--- src/rtl/operand_fetch_unit.sv ---
// operand_fetch_unit: register file with busy scoreboard feeding a one-entry operand register.
// Optional feature macro BYPASS_EN: same-cycle writeback forwarding into the read path and busy check.
module operand_fetch_unit #(
    parameter int DATA_W = 32,
    parameter int ADDR_W = 5
) (
    input  logic              clk,
    input  logic              rstn,
    input  logic              req_valid,
    output logic              req_ready,
    input  logic [ADDR_W-1:0] req_rs,
    input  logic [ADDR_W-1:0] req_rt,
    input  logic [ADDR_W-1:0] req_rd,
    output logic              op_valid,
    input  logic              op_ready,
    output logic [DATA_W-1:0] r1,
    output logic [DATA_W-1:0] r2,
    output logic [ADDR_W-1:0] op_rd,
    input  logic              wb_en,
    input  logic [ADDR_W-1:0] wb_addr,
    input  logic [DATA_W-1:0] wb_data
);
    localparam int N = 2 ** ADDR_W;

    typedef enum logic {EMPTY, FULL} state_t;

    state_t            state, state_next;
    logic [DATA_W-1:0] regs [N];
    logic [N-1:0]      busy, busy_eff, set_mask, clr_mask;
    logic [DATA_W-1:0] rs_val, rt_val;
    logic              accept;

    assign clr_mask = wb_en ? (N'(1) << wb_addr) : '0;
    assign set_mask = (accept && req_rd != '0) ? (N'(1) << req_rd) : '0;

`ifdef BYPASS_EN
    logic wb_live;
    assign wb_live  = wb_en && wb_addr != '0;
    assign busy_eff = busy & ~clr_mask;
    assign rs_val   = (wb_live && wb_addr == req_rs) ? wb_data : regs[req_rs];
    assign rt_val   = (wb_live && wb_addr == req_rt) ? wb_data : regs[req_rt];
`else
    assign busy_eff = busy;
    assign rs_val   = regs[req_rs];
    assign rt_val   = regs[req_rt];
`endif

    assign op_valid  = state == FULL;
    assign req_ready = (!op_valid || op_ready) && !busy_eff[req_rs] && !busy_eff[req_rt] && !busy_eff[req_rd];
    assign accept    = req_valid && req_ready;

    // Output slot fills on accept and drains when consumed without a replacement
    always_comb begin
        state_next = state;
        state_next = accept ? FULL : (op_ready ? EMPTY : state);
    end

    // Output state register
    always_ff @(posedge clk or negedge rstn)
        if (!rstn) state <= EMPTY;
        else state <= state_next;

    // Operand capture; held values are untouched until the next accept
    always_ff @(posedge clk or negedge rstn)
        if (!rstn) begin
            r1    <= '0;
            r2    <= '0;
            op_rd <= '0;
        end else if (accept) begin
            r1    <= rs_val;
            r2    <= rt_val;
            op_rd <= req_rd;
        end

    // Scoreboard: a new claim on a register outranks a same-cycle release
    always_ff @(posedge clk or negedge rstn)
        if (!rstn) busy <= '0;
        else busy <= (busy & ~clr_mask) | set_mask;

    // Register file; entry 0 is never written so it always reads zero
    always_ff @(posedge clk or negedge rstn)
        if (!rstn) for (int i = 0; i < N; i++) regs[i] <= '0;
        else if (wb_en && wb_addr != '0) regs[wb_addr] <= wb_data;
endmodule

--- config.mk ---
export PLATFORM = sky130hd
export DESIGN_NAME = operand_fetch_unit
export DESIGN_NICKNAME = d
export VERILOG_FILES = /design/src/rtl/operand_fetch_unit.sv
export SDC_FILE = /design/constraint.sdc
export NUM_CORES = 2
export LEC_CHECK = 0
export CAP_MARGIN = 20
export CORE_MARGIN = 2
export CORE_UTILIZATION = 61
export DETAILED_ROUTE_END_ITERATION = 10
export MAX_ROUTING_LAYER = met4
export PLACE_DENSITY = 0.78
export SETUP_SLACK_MARGIN = 0.2
export SYNTH_ARGS = -nofsm -noshare
export SYNTH_HDL_FRONTEND = slang
export SYNTH_SLANG_ARGS = --single-unit
--- constraint.sdc ---
create_clock -name clk -period 3.5 [get_ports clk]
set_input_delay 0.525 -clock clk [delete_from_list [all_inputs] [get_ports clk]]
set_output_delay 0.525 -clock clk [all_outputs]
set_load 0.02 [all_outputs]
==> impl_metrics.toml <==
[floorplan]
floorplan.die_area_sq_mm = 0.09835
core-area_sq_mm = 0.09501
start_util_pct = 61.54
boundaryPins = 128
die_h_um = 313.6
dieWidth_um = 313.6
num_rows = 113

[clock_network]
worstSkewPairLatency_ps = 720
tritoncts = "built"
cts.path.max_buffers = 3
clock_tree.htree_level_count = 3
cts.sinks = 1126
clockRootBuffer = "sky130_fd_sc_hd__clkbuf_16"
cts_made_buffers = 117
clk_pin_slew_ps = 50
postCtsSetupBuffers = 0

[placed_design]
port_buffers = 127
post-place-ws_ps = -65.99
globalplace.congestion = 0.8778
post-dp-hpwl_um = 96330

[yosys]
synthDominantAreaCellType = "sky130_fd_sc_hd__dfrtp_1"
netlist_area_sq_mm = 0.05847
synth.area.top_cells = "sky130_fd_sc_hd__dfrtp_1 48%, sky130_fd_sc_hd__mux4_2 25%, sky130_fd_sc_hd__mux2_2 22%, sky130_fd_sc_hd__clkbuf_1 1.7%, sky130_fd_sc_hd__mux2i_1 0.62%"
syn-num-nets = 3578
synth_cell_types = 36
synthCells = 3521
ys_ff_latch = 1126
post-synth-top-area-fraction_pct = 48.19
synthesis.area_per_instance_sq_um = 16.61
yosysWarningCount = 0
synth_sequential_area_ratio_pct = 48.19

[route]
vias_per_cell = 7.190
routed_wirelength_um = 163300
routed-via-count = 35259
firstDrtPassIters = 7
drcViolationCount = 0
drt-initial-drc-count = 3359
detail_route.wl_per_cell_um = 33.29
final_antenna_net_count = 0

[finish]
num-fill-cells = 6060
reg_area_sq_mm = 0.02818
multi_input_area_sq_mm = 0.02881
drive_gt1_share_pct = 59.54
areaGrowthSynthToFinish_pct = 12.51
fin_nets = 3599
finish.utilization_pct = 69.24

[power]
seq_power_share_pct = 45.4
power.ir.vdd_worst_v = 0.0004747
netSwitchingPower_mw = 10.60
power_report.internal_total_mw = 28.41
power-per-cell-area_mw_per_mm2 = 592.9
p_leak_nw = 28.15
netSwitchingFraction_pct = 27.17
clock_power_share_pct = 32.0
comb_power_share_pct = 22.6
total_power_mw = 39.01

[timing]
normalized_max_slew_margin_pct = 25.94
fin_tns_setup_ps = 0
fin_skew_ps = 27.37
worst-slew-pin-transition_ps = 1111
maxClockFrequency_mhz = 319.5
rsz_0062_raised_after_global_routing = "no"
portion_of_the_clock_cycle_consumed_by_the_worst_path_in_the_final_layout_pct = 89.42
final_setup_violation_count = 0
period_minus_slack_ps = 3130
timing.hold.ws_ps = 396.3
hold_viol_final = 0
layout_setup_ws_ps = 370.4
timing_max_transition_violations_final = 0

[status]
status = "completed"

[grt]
vias_in_the_first_global_route = 38199
pin_count_of_the_biggest_net_entering_global_routing = 122
grt_pass1_wl_um = 247300
number_of_antenna_violations_at_the_first_check_in_global_routing = 3
grtUsageTotal_pct = 35.26
globalRouteOverflowTotal = 0

[critical_path]
worstRegToRegCells = 9
cp_data_required_time_ps = 2970
r2r_endpoint = "r1[18]"
timing.reg2reg.setup_slack_ps = 850
crit_fanout = 8
cp-start-kind = "primary input"
worst_ep_arrival_time_ps = 2600
rr_startpoint = "busy[10]"
timing.critical_path.to_type = "primary output"
criticalPathCategory = "primary input to primary output"

[min_path]
hold_class = "primary input to asynchronous set/reset pin"

[run]
cap_viol_max_count = 0
[power by group through the flow]
stage	registers, mW	clock network [mW]	logic (mW)
floorplan	17.5	0	6.05
global placement	17.4	0	8.51
detailed placement	17.9	0	8.83
CTS	17.6	12.6	8.87
global route	18.0	13.2	9.34
finish	17.7	12.5	8.82
[synthesized netlist by cell type]
library cell,count
sky130_fd_sc_hd__mux2_2,1117
sky130_fd_sc_hd__buf_4,10
sky130_fd_sc_hd__o32ai_1,1
sky130_fd_sc_hd__o21ai_0,44
sky130_fd_sc_hd__and2_1,2
sky130_fd_sc_hd__nand3b_1,7
sky130_fd_sc_hd__and3_1,1
sky130_fd_sc_hd__or2_2,2
sky130_fd_sc_hd__o311ai_0,1
sky130_fd_sc_hd__buf_1,57
sky130_fd_sc_hd__mux2i_1,36
sky130_fd_sc_hd__nor2_1,21
sky130_fd_sc_hd__nand3_1,15
sky130_fd_sc_hd__nand2_1,47
sky130_fd_sc_hd__nand2_4,1
sky130_fd_sc_hd__mux4_2,643
sky130_fd_sc_hd__a22oi_1,8
sky130_fd_sc_hd__mux4_1,2
sky130_fd_sc_hd__clkbuf_1,265
sky130_fd_sc_hd__nor3b_1,6
sky130_fd_sc_hd__or3b_2,3
sky130_fd_sc_hd__mux2_4,10
sky130_fd_sc_hd__nand2b_1,6
sky130_fd_sc_hd__o22a_1,1
sky130_fd_sc_hd__nand4_1,3
sky130_fd_sc_hd__nor2b_1,6
sky130_fd_sc_hd__buf_2,55
sky130_fd_sc_hd__buf_6,7
sky130_fd_sc_hd__nand4b_1,2
sky130_fd_sc_hd__nor4_4,1
sky130_fd_sc_hd__nor3_1,2
sky130_fd_sc_hd__o41ai_1,3
sky130_fd_sc_hd__dfrtp_1,1126
sky130_fd_sc_hd__a21boi_0,1
sky130_fd_sc_hd__a21oi_1,6
sky130_fd_sc_hd__a211oi_1,3
[layer usage]
metal  GRT usage [%]  share of wire, %
met2           54.66                49
met5               -                 0
met3           6.155               7.5
met1           46.07                38
met4           16.55               5.5
[sequential cells by signal, indices dropped and copies added, names as in the netlist]
register,flops
regs,1024
busy,32
r1,32
r2,32
op_rd,5
op_valid,1
[logic make-up (layout without fill, tap and decap cells)]
| family | Yosys count | in the layout | synth area share [%] |
|---|---|---|---|
| compound gates | 68 | 68 | 0.6720 |
| buf+inv | 394 | 509 | 2.801 |
| mux | 1808 | 1808 | 47.24 |
| simple gates | 125 | 125 | 1.094 |
| other cells | 0 | 3 | 0 |
| flops | 1126 | 1126 | 48.19 |
[timing repair]
item,4_1_cts,5_1_grt
hold buffers,1,0
endpoints found under the setup margin,1,1
pin swaps,0,0
hold endpoints to repair,38,0
resized for setup,1,2
[critical path, stage by stage]
cell and delay (ps):
sky130_fd_sc_hd__clkdlybuf4s50_1 540, sky130_fd_sc_hd__buf_4 210, sky130_fd_sc_hd__mux4_2 520, sky130_fd_sc_hd__nor3b_1 240
sky130_fd_sc_hd__nor3_1 110, sky130_fd_sc_hd__nor4_4 240, sky130_fd_sc_hd__clkbuf_2 220
[worst max-delay path by stage]
stage	endpoint	depth (start not counted)	slack, ps	startpoint
finish	req_ready	7	370	req_rd[1]
global route	req_ready	7	290	req_rd[1]
CTS	req_ready	7	210	req_rd[1]
detailed placement	req_ready	7	-70	req_rd[1]
global placement	req_ready	7	-140	req_rd[0]
floorplan	r2[0]	6	610	req_rt[0]
[area by class of cell]
cell class	instances	share of cell area [%]
repair buffers	296	5.150
diodes	3	0.01141
multi-input cells	2001	43.80
flip-flops and latches	1126	42.83
clock buffers	181	5.276
well taps	1265	2.406
clock inverters	32	0.5287
[through the flow]
stage	std cells	instance area, sq um
floorplan	3521	58470
global placement	4687	61960
detailed placement	4687	61960
finish	4904	65790
global route	4904	65790
CTS	4901	65780
[cells in the final DEF (no fill, tap or decap), types with 18 or more instances in the layout]
cell type,count
sky130_fd_sc_hd__nand2_1,32
sky130_fd_sc_hd__mux4_2,643
sky130_fd_sc_hd__mux2i_1,36
sky130_fd_sc_hd__o21ai_0,44
sky130_fd_sc_hd__clkdlybuf4s50_1,115
sky130_fd_sc_hd__clkinv_2,18
sky130_fd_sc_hd__buf_12,67
sky130_fd_sc_hd__clkbuf_8,26
sky130_fd_sc_hd__mux2_2,1117
sky130_fd_sc_hd__clkbuf_1,36
sky130_fd_sc_hd__dfrtp_1,1126
sky130_fd_sc_hd__clkbuf_16,119
sky130_fd_sc_hd__buf_4,103
No activity file was read; power rests on OpenSTA's default activity.
